===== src/rtl/lstm_pkg.sv =====
// Shared types for the LSTM time-series sequencer: default widths, data word, FSM states.
package lstm_pkg;

  localparam int WIDTH = 16;
  localparam int CNT_W = 16;

  typedef logic signed [WIDTH-1:0] lstm_word_t;

  typedef enum logic [1:0] {
    IDLE  = 2'd0,
    ISSUE = 2'd1,
    WAIT  = 2'd2,
    OUT   = 2'd3
  } lstm_seq_state_e;

endpackage


===== src/rtl/lstm_seq_ctrl_if.sv =====
// Sample stream, cell operand/result and hidden-state stream around lstm_seq_ctrl.
// master = sequencer view, slave = surrounding source/cell/sink view.
interface lstm_seq_ctrl_if #(
  parameter int WIDTH = 16,
  parameter int CNT_W = 16
);

  logic signed [WIDTH-1:0] s_x;
  logic                    s_last;
  logic                    s_valid;
  logic                    s_ready;

  logic signed [WIDTH-1:0] cell_x_in;
  logic signed [WIDTH-1:0] cell_h_in;
  logic signed [WIDTH-1:0] cell_C_in;
  logic                    cell_x_valid;
  logic                    cell_x_ready;
  logic signed [WIDTH-1:0] cell_y_out;
  logic signed [WIDTH-1:0] cell_C_out;
  logic                    cell_y_valid;

  logic signed [WIDTH-1:0] m_h;
  logic [CNT_W-1:0]        m_step;
  logic                    m_last;
  logic                    m_valid;
  logic                    m_ready;

  logic                    err_unexpected;

  modport master (
    input  s_x, s_last, s_valid, cell_x_ready, cell_y_out, cell_C_out, cell_y_valid, m_ready,
    output s_ready, cell_x_in, cell_h_in, cell_C_in, cell_x_valid,
           m_h, m_step, m_last, m_valid, err_unexpected
  );

  modport slave (
    output s_x, s_last, s_valid, cell_x_ready, cell_y_out, cell_C_out, cell_y_valid, m_ready,
    input  s_ready, cell_x_in, cell_h_in, cell_C_in, cell_x_valid,
           m_h, m_step, m_last, m_valid, err_unexpected
  );

endinterface


===== src/rtl/lstm_seq_ctrl.sv =====
// Steps a single-step lstm cell across a sample stream, holding h/C between steps.
// Define LSTM_SEQ_FINAL_ONLY_EN to emit only the final step of each sequence.
module lstm_seq_ctrl #(
  parameter int WIDTH = lstm_pkg::WIDTH,
  parameter int CNT_W = lstm_pkg::CNT_W
) (
  input  logic           clk,
  input  logic           rst,
  lstm_seq_ctrl_if.master bus
);

  import lstm_pkg::*;

  localparam logic [CNT_W-1:0] STEP_MAX = {CNT_W{1'b1}};
  localparam logic [CNT_W-1:0] STEP_ONE = CNT_W'(1'b1);

  lstm_seq_state_e         r_state;
  lstm_seq_state_e         w_state_nxt;
  logic signed [WIDTH-1:0] r_x;
  logic signed [WIDTH-1:0] r_h;
  logic signed [WIDTH-1:0] r_c;
  logic [CNT_W-1:0]        r_step;
  logic                    r_last;
  logic                    r_s_ready;
  logic                    r_cell_x_valid;
  logic                    r_m_valid;
  logic                    r_err;
  logic                    w_accept;
  logic                    w_capture;
  logic                    w_out_hs;
  logic                    w_skip;

  // Next-state decode; handshakes are qualified by the registered valid/ready we present.
  always_comb begin
    w_state_nxt = r_state;
    w_accept    = 1'b0;
    w_capture   = 1'b0;
    w_out_hs    = 1'b0;
    w_skip      = 1'b0;
    case (r_state)
      IDLE: begin
        if (bus.s_valid && r_s_ready) begin
          w_accept    = 1'b1;
          w_state_nxt = ISSUE;
        end else begin
          w_state_nxt = IDLE;
        end
      end
      ISSUE: begin
        if (bus.cell_x_ready && r_cell_x_valid) begin
          w_state_nxt = WAIT;
        end else begin
          w_state_nxt = ISSUE;
        end
      end
      WAIT: begin
        if (bus.cell_y_valid) begin
          w_capture = 1'b1;
`ifdef LSTM_SEQ_FINAL_ONLY_EN
          if (r_last) begin
            w_state_nxt = OUT;
          end else begin
            w_state_nxt = IDLE;
            w_skip      = 1'b1;
          end
`else
          w_state_nxt = OUT;
`endif
        end else begin
          w_state_nxt = WAIT;
        end
      end
      OUT: begin
        if (bus.m_ready && r_m_valid) begin
          w_out_hs    = 1'b1;
          w_state_nxt = IDLE;
        end else begin
          w_state_nxt = OUT;
        end
      end
      default: begin
        w_state_nxt = IDLE;
      end
    endcase
  end

  // FSM state register.
  always_ff @(posedge clk or negedge rst) begin
    if (!rst) begin
      r_state <= IDLE;
    end else begin
      r_state <= w_state_nxt;
    end
  end

  // Handshake outputs registered from the next state so they line up with it.
  always_ff @(posedge clk or negedge rst) begin
    if (!rst) begin
      r_s_ready      <= 1'b0;
      r_cell_x_valid <= 1'b0;
      r_m_valid      <= 1'b0;
    end else begin
      r_s_ready      <= (w_state_nxt == IDLE);
      r_cell_x_valid <= (w_state_nxt == ISSUE);
      r_m_valid      <= (w_state_nxt == OUT);
    end
  end

  // Sample, recurrent state and step counter; a last step returns h/C/step to zero.
  always_ff @(posedge clk or negedge rst) begin
    if (!rst) begin
      r_x    <= '0;
      r_last <= 1'b0;
      r_h    <= '0;
      r_c    <= '0;
      r_step <= '0;
    end else begin
      if (w_accept) begin
        r_x    <= bus.s_x;
        r_last <= bus.s_last;
      end
      if (w_out_hs && r_last) begin
        r_h    <= '0;
        r_c    <= '0;
        r_step <= '0;
      end else begin
        if (w_capture) begin
          r_h <= bus.cell_y_out;
          r_c <= bus.cell_C_out;
        end
        if ((w_out_hs || w_skip) && (r_step != STEP_MAX)) begin
          r_step <= r_step + STEP_ONE;
        end
      end
    end
  end

  // Sticky flag for a cell result arriving when no step is outstanding.
  always_ff @(posedge clk or negedge rst) begin
    if (!rst) begin
      r_err <= 1'b0;
    end else if (bus.cell_y_valid && (r_state != WAIT)) begin
      r_err <= 1'b1;
    end
  end

  assign bus.s_ready        = r_s_ready;
  assign bus.cell_x_valid   = r_cell_x_valid;
  assign bus.cell_x_in      = r_x;
  assign bus.cell_h_in      = r_h;
  assign bus.cell_C_in      = r_c;
  assign bus.m_h            = r_h;
  assign bus.m_step         = r_step;
  assign bus.m_last         = r_last;
  assign bus.m_valid        = r_m_valid;
  assign bus.err_unexpected = r_err;

endmodule


===== src/flat_wrapper.sv =====
// flat-port wrapper written by rule: the top's interface ports become plain ports
module lstm_seq_ctrl_flat import lstm_pkg::*;
#(
  parameter int WIDTH = lstm_pkg::WIDTH,
  parameter int CNT_W = lstm_pkg::CNT_W
)
  (clk, rst, bus_s_x, bus_s_last, bus_s_valid, bus_cell_x_ready, bus_cell_y_out, bus_cell_C_out, bus_cell_y_valid, bus_m_ready, bus_s_ready, bus_cell_x_in, bus_cell_h_in, bus_cell_C_in, bus_cell_x_valid, bus_m_h, bus_m_step, bus_m_last, bus_m_valid, bus_err_unexpected);
  lstm_seq_ctrl_if #(.WIDTH(WIDTH), .CNT_W(CNT_W)) bus_i ();
  input  logic clk;
  input  logic rst;
  input wire logic [$bits(bus_i.s_x)-1:0] bus_s_x;
  input wire logic [$bits(bus_i.s_last)-1:0] bus_s_last;
  input wire logic [$bits(bus_i.s_valid)-1:0] bus_s_valid;
  input wire logic [$bits(bus_i.cell_x_ready)-1:0] bus_cell_x_ready;
  input wire logic [$bits(bus_i.cell_y_out)-1:0] bus_cell_y_out;
  input wire logic [$bits(bus_i.cell_C_out)-1:0] bus_cell_C_out;
  input wire logic [$bits(bus_i.cell_y_valid)-1:0] bus_cell_y_valid;
  input wire logic [$bits(bus_i.m_ready)-1:0] bus_m_ready;
  output wire logic [$bits(bus_i.s_ready)-1:0] bus_s_ready;
  output wire logic [$bits(bus_i.cell_x_in)-1:0] bus_cell_x_in;
  output wire logic [$bits(bus_i.cell_h_in)-1:0] bus_cell_h_in;
  output wire logic [$bits(bus_i.cell_C_in)-1:0] bus_cell_C_in;
  output wire logic [$bits(bus_i.cell_x_valid)-1:0] bus_cell_x_valid;
  output wire logic [$bits(bus_i.m_h)-1:0] bus_m_h;
  output wire logic [$bits(bus_i.m_step)-1:0] bus_m_step;
  output wire logic [$bits(bus_i.m_last)-1:0] bus_m_last;
  output wire logic [$bits(bus_i.m_valid)-1:0] bus_m_valid;
  output wire logic [$bits(bus_i.err_unexpected)-1:0] bus_err_unexpected;
  assign bus_i.s_x = bus_s_x;
  assign bus_i.s_last = bus_s_last;
  assign bus_i.s_valid = bus_s_valid;
  assign bus_i.cell_x_ready = bus_cell_x_ready;
  assign bus_i.cell_y_out = bus_cell_y_out;
  assign bus_i.cell_C_out = bus_cell_C_out;
  assign bus_i.cell_y_valid = bus_cell_y_valid;
  assign bus_i.m_ready = bus_m_ready;
  assign bus_s_ready = bus_i.s_ready;
  assign bus_cell_x_in = bus_i.cell_x_in;
  assign bus_cell_h_in = bus_i.cell_h_in;
  assign bus_cell_C_in = bus_i.cell_C_in;
  assign bus_cell_x_valid = bus_i.cell_x_valid;
  assign bus_m_h = bus_i.m_h;
  assign bus_m_step = bus_i.m_step;
  assign bus_m_last = bus_i.m_last;
  assign bus_m_valid = bus_i.m_valid;
  assign bus_err_unexpected = bus_i.err_unexpected;
  lstm_seq_ctrl #(.WIDTH(WIDTH), .CNT_W(CNT_W)) u_core (.clk(clk), .rst(rst), .bus(bus_i));
endmodule

===== config.mk =====
export PLATFORM = sky130hd
export DESIGN_NAME = lstm_seq_ctrl_flat
export DESIGN_NICKNAME = d
export VERILOG_FILES = /design/src/rtl/lstm_pkg.sv /design/src/rtl/lstm_seq_ctrl_if.sv /design/src/rtl/lstm_seq_ctrl.sv /design/src/flat_wrapper.sv
export SDC_FILE = /design/constraint.sdc
export NUM_CORES = 1
export LEC_CHECK = 0
export BUFFER_PORTS_ARGS = -buffer_cell sky130_fd_sc_hd__buf_2
export CAP_MARGIN = 20
export CORE_MARGIN = 4
export CORE_UTILIZATION = 28
export CTS_CLUSTER_DIAMETER = 60
export DETAILED_ROUTE_END_ITERATION = 16
export GPL_TIMING_DRIVEN = 0
export SLEW_MARGIN = 5
export SYNTH_ARGS = -nofsm -noshare
export SYNTH_HDL_FRONTEND = slang
export SYNTH_SLANG_ARGS = --single-unit

===== constraint.sdc =====
create_clock -name clk -period 4.2 [get_ports clk]
set_input_delay 0.21 -clock clk [delete_from_list [all_inputs] [get_ports clk]]
set_output_delay 0.21 -clock clk [all_outputs]
set_load 0.02 [all_outputs]

# Word level (Yosys, flattened, before mapping)
# Index checks and enable logic that the tools add are counted.
[totals]
regBits = 71
inputBits = 55
output_inout_bits = 85
elab_cells = 45
[classes]
n_addsub = 1
eq_ne = 7
n_mux = 17
reduce_logical = 10
[ops]
columns = ["cell", "n"]
rows = [
  ["16-bit two-way mux", 6],
  ["16-bit by 1-bit adder with 16-bit output (second input constant)", 1],
  ["16-bit != test (second input constant)", 1],
  ["1-bit two-way mux", 8],
  ["2-bit one-hot mux with 4 select lines", 1],
  ["2-bit == test (second input constant)", 3],
  ["1-bit logical AND", 6],
  ["2-bit by 1-bit == test with 1-bit output (second input constant)", 2],
  ["2-bit logical NOT", 2],
  ["2-bit two-way mux", 2],
  ["2-bit nonzero test", 2],
  ["2-bit != test (second input constant)", 1],
]

# Depth between registers and ports, before layout
[logic_depth]
word_depth = 6
mapped_depth = 7

# Worst setup path before layout
# Ideal clock, no wire load.
[synth_timing]
path_kind = "reg2reg"
from = "register u_core.r_step[0], in the netlist u_core.bus.m_step[0]"
to = "register u_core.r_step[13], in the netlist u_core.bus.m_step[13]"
arrival_ns = 1.794
setup_slack_ns = 2.264
stages_incl_launch_ff = 6
n_path_buf = 0
synth_period_minus_slack_ns = 1.936
path_cell_list = "dfrtp_1 -> ha_1 -> nand4_2 -> or3_4 -> o211ai_2 -> o22ai_1"
[synth_via]
elab_chain_cells = 3
elab_cells_between_ends = 6
classes_between = "add/sub (1); eq/ne (1); mux (2); reduce/logical (2)"
[synth_rtl]
columns = ["element", "line", "text"]
rows = [
  ["from (decl)", "lstm_seq_ctrl.sv:22", "logic [CNT_W-1:0] r_step;"],
  ["from (signal assigned)", "lstm_seq_ctrl.sv:132", "r_step <= r_step + STEP_ONE;"],
  ["16-bit by 1-bit adder with 16-bit output / 16-bit != test (equally long branches)", "lstm_seq_ctrl.sv:132, lstm_seq_ctrl.sv:131", ""],
  ["16-bit two-way mux / 1-bit logical AND (equally long branches)", "lstm_seq_ctrl.sv:131", "if ((w_out_hs || w_skip) && (r_step != STEP_MAX)) begin"],
  ["16-bit two-way mux / 2-bit nonzero test (equally long branches)", "--", ""],
]
# Parallel ways exist; a longest one is shown, timed or not. The select of a mux whose other input is x is not followed.
# A chain may end at the register's enable or synchronous reset.

# Worst setup path in the final report
# Ends and elaborated chain as after synthesis.

==> impl_metrics.env <==
export IMPL_async_flop_share_pct=100
export IMPL_postSynthCellCount=327
export IMPL_drt_wirelength_per_cell_um=14.0
export IMPL_final_nets=535
export IMPL_r2r_end="u_core.bus.m_step[13]"
export IMPL_ioPinCount=140
export IMPL_ys_ff_latch=71
export IMPL_tightest_slew_ps=676
export IMPL_min_path_type="in2reg"
export IMPL_ys_seq_area_share_pct=53.8
export IMPL_fin_util_pct=39.7
export IMPL_hpwl_um=6590
export IMPL_cp_startpoint="u_core.bus.m_step[0]"
export IMPL_status="finished, final reports clean"
export IMPL_die_h_um=117
export IMPL_ant_nets=0
export IMPL_root_buffer="clkbuf_16"
export IMPL_synth_cell_types=45
export IMPL_relSlewSlack_pct=54.7
export IMPL_post_route_cells_drive_above_1_share_pct=43.4
export IMPL_fillers=1153
export IMPL_numCtsBuffers=9
export IMPL_cts_tree="done"
export IMPL_grt_pass1_wl_um=14300
export IMPL_yosys_warnings=0
export IMPL_tns_ps=0
export IMPL_use_met3_pct=5.13
export IMPL_grt_max_degree=40
export IMPL_grt_ovfl_total=0
export IMPL_core_area_sq_um=11500
export IMPL_syn_area_per_cell_sq_um=10.1
export IMPL_vdd_ir_drop_max_mv=0.375
export IMPL_r2r_slack_ps=2110
export IMPL_min_period_over_period_pct=49.7
export IMPL_rsz0062_at_grt="no"
export IMPL_p_per_area_nw_per_um2=733
export IMPL_area_growth_pct=37.9
export IMPL_postCtsSetupBuffers=0
export IMPL_start_kind="register"
export IMPL_rows=39
export IMPL_fmax_mhz=479
export IMPL_vias=2974
export IMPL_die_x_um=117
export IMPL_layout_min_cycle_time_ps=2090
export IMPL_slew_viol_final=0
export IMPL_synthFlopType="dfrtp_1"
export IMPL_synth_edf_count=0
export IMPL_initial_core_util_pct=28.8
export IMPL_synth_fp_nets=383
export IMPL_routed_wl_um=8760
export IMPL_cap_violations=0
export IMPL_endpoint="u_core.bus.m_step[13]"
export IMPL_p_leak_nw=2.29
export IMPL_htree_levels=3
export IMPL_drc_errors=0
export IMPL_hp_start="bus_s_last"
export IMPL_rr_worst_depth=5
export IMPL_grtUsageTotal_pct=13.5
export IMPL_syn_area_sq_um=3300
export IMPL_worstPathMaxFanout=9
export IMPL_clock_path_buffers=2
export IMPL_gp_congestion=0.822
export IMPL_cts_num_sinks=71
export IMPL_diodes=0
export IMPL_clk_pin_slew_ps=60
export IMPL_clock_latency_ps=340
export IMPL_drtIter0Drc=103
export IMPL_met1_usage_pct=17.2
export IMPL_path_class="reg2reg"
export IMPL_use_met2_pct=20.5
export IMPL_end_kind="register"
export IMPL_required_ps=4390
export IMPL_dieArea_sq_um=13600
export IMPL_antenna_found_initial=0
export IMPL_finalClockSkew_ps=9.19
export IMPL_crit_arrival_ps=2280
export IMPL_hold_viol=0
export IMPL_firstDrtPassIters=4
export IMPL_top_usage_layer="met2"
export IMPL_io_buffer_count=139
export IMPL_finalSetupViolCount=0
export IMPL_avgViaCountPerCell=4.74
export IMPL_grt_pass1_vias=2864
export IMPL_reg2reg_from="u_core.bus.m_step[0]"
-- metrics by stage --
| step | hold WS, ps | power [W] | instances | area (sq um) | setup slack [ps] |
|---|---|---|---|---|---|
| 6_report | 72.9 | 0.00334 | 627 | 4550 | 2110 |
| 5_1_grt | 74.4 | 0.00358 | 627 | 4550 | 1950 |
| 4_1_cts | 55.6 | 0.00340 | 627 | 4550 | 2110 |
| 3_5_place_dp | 185 | 0.00251 | 610 | 4200 | 2130 |
| 3_3_place_gp | 423 | 0.00248 | 609 | 4170 | 2140 |
| 2_1_floorplan | -85.6 | 0.00202 | 327 | 3300 | 2260 |
-- how the worst min path moves through the flow --
stage | end | slack [ps] | depth (start not counted)
finish | u_core.bus.m_last | 70 | 3
detailed placement | u_core.bus.m_step[3] | 180 | 1
global placement | u_core.bus.m_last | 420 | 3
CTS | u_core.bus.m_last | 60 | 3
floorplan | u_core.bus.cell_C_in[0] | -90 | 0
global route | u_core.bus.m_last | 70 | 3
-- power by group --
part	total (W)	internal [W]	switching, W
clock network	0.000860	0.000569	0.000291
registers	0.00110	0.000940	0.000165
logic	0.00137	0.000538	0.000833
-- layout make-up --
type	count	area [sq um]	share of cell area [%]
Sequential cell	71	1780	39.1
Multi-Input combinational cell	215	1280	28.1
Timing Repair Buffer	141	728	16.0
Clock buffer	12	267	5.86
Buffer	37	230	5.06
Tap cell	143	179	3.93
Clock inverter	4	76.3	1.68
Inverter	4	15.0	0.330
-- layout by cell type, fill, tap and decap left out, types with 2 or more instances in the layout --
cell type and instances:
a21oi_1 39, a31oi_1 5, a41oi_1 2, and3_1 3
and4_1 3, buf_2 142, buf_4 22, bufinv_16 2
clkbuf_1 11, clkbuf_16 9, clkbuf_8 3, dfrtp_1 71
inv_1 4, mux2_2 16, nand2_1 73, nand2b_1 2
nand3_1 6, nand4_1 5, nor2_1 11, nor3_1 3
o21ai_0 5, o22ai_1 2, o31ai_1 14, o41ai_1 2
or2_2 2
-- registers in the layout, indices dropped and copies added, names as in the netlist --
register	count
u_core.r_state	2
u_core.bus.cell_x_in	16
u_core.bus.cell_x_valid	1
u_core.bus.err_unexpected	1
u_core.bus.s_ready	1
u_core.bus.m_step	16
u_core.bus.m_last	1
u_core.bus.cell_C_in	16
u_core.bus.m_valid	1
u_core.bus.cell_h_in	16
-- synthesized netlist by cell type (2+ instances only) --
cell	instances	area, sq um
nand2_1	73	274
dfrtp_1	71	1780
a21oi_1	39	195
buf_4	21	158
mux2_2	16	180
o31ai_1	14	105
clkbuf_1	11	41.3
nor2_1	11	41.3
nand3_1	6	30.0
a31oi_1	5	31.3
nand4_1	5	31.3
o21ai_0	5	25.0
buf_2	4	20.0
inv_1	4	15.0
and3_1	3	18.8
and4_1	3	26.3
nor3_1	3	15.0
a41oi_1	2	17.5
nand2b_1	2	12.5
o22ai_1	2	12.5
o41ai_1	2	17.5
or2_2	2	12.5
-- metal layers --
metal | wire length (um) | vias to the layer above | part of all wire [%]
met5 | 0 | - | 0
met4 | 171 | 0 | 2.0
met3 | 732 | 11 | 8.4
met2 | 4170 | 88 | 48
met1 | 3700 | 1434 | 42
li1 | - | 1441 | -
-- cell families after synthesis --
family                   count (synthesis)  synth area share [%]
AO/OA/AOI/OAI                           78                  14.7
adder cells (fa/ha/maj)                  1                 0.379
buffers and inverters                   41                  7.43
flip-flops                              71                  53.8
multiplexers                            17                  5.76
AND/OR/NAND/NOR                        119                  17.9
-- critical path: stages, from the launching register on --
cell and delay [ps]:
dfrtp_1 410, ha_1 300, nand4_2 200, or3_4 440
o211ai_2 430, o22ai_1 160
-- repair_timing --
| item | CTS | global route |
|---|---|---|
| hold endpoints to repair | 32 | 0 |
| resized for setup | 0 | 0 |
| hold buffers | 1 | 0 |
(Power assumes the default switching activity.)
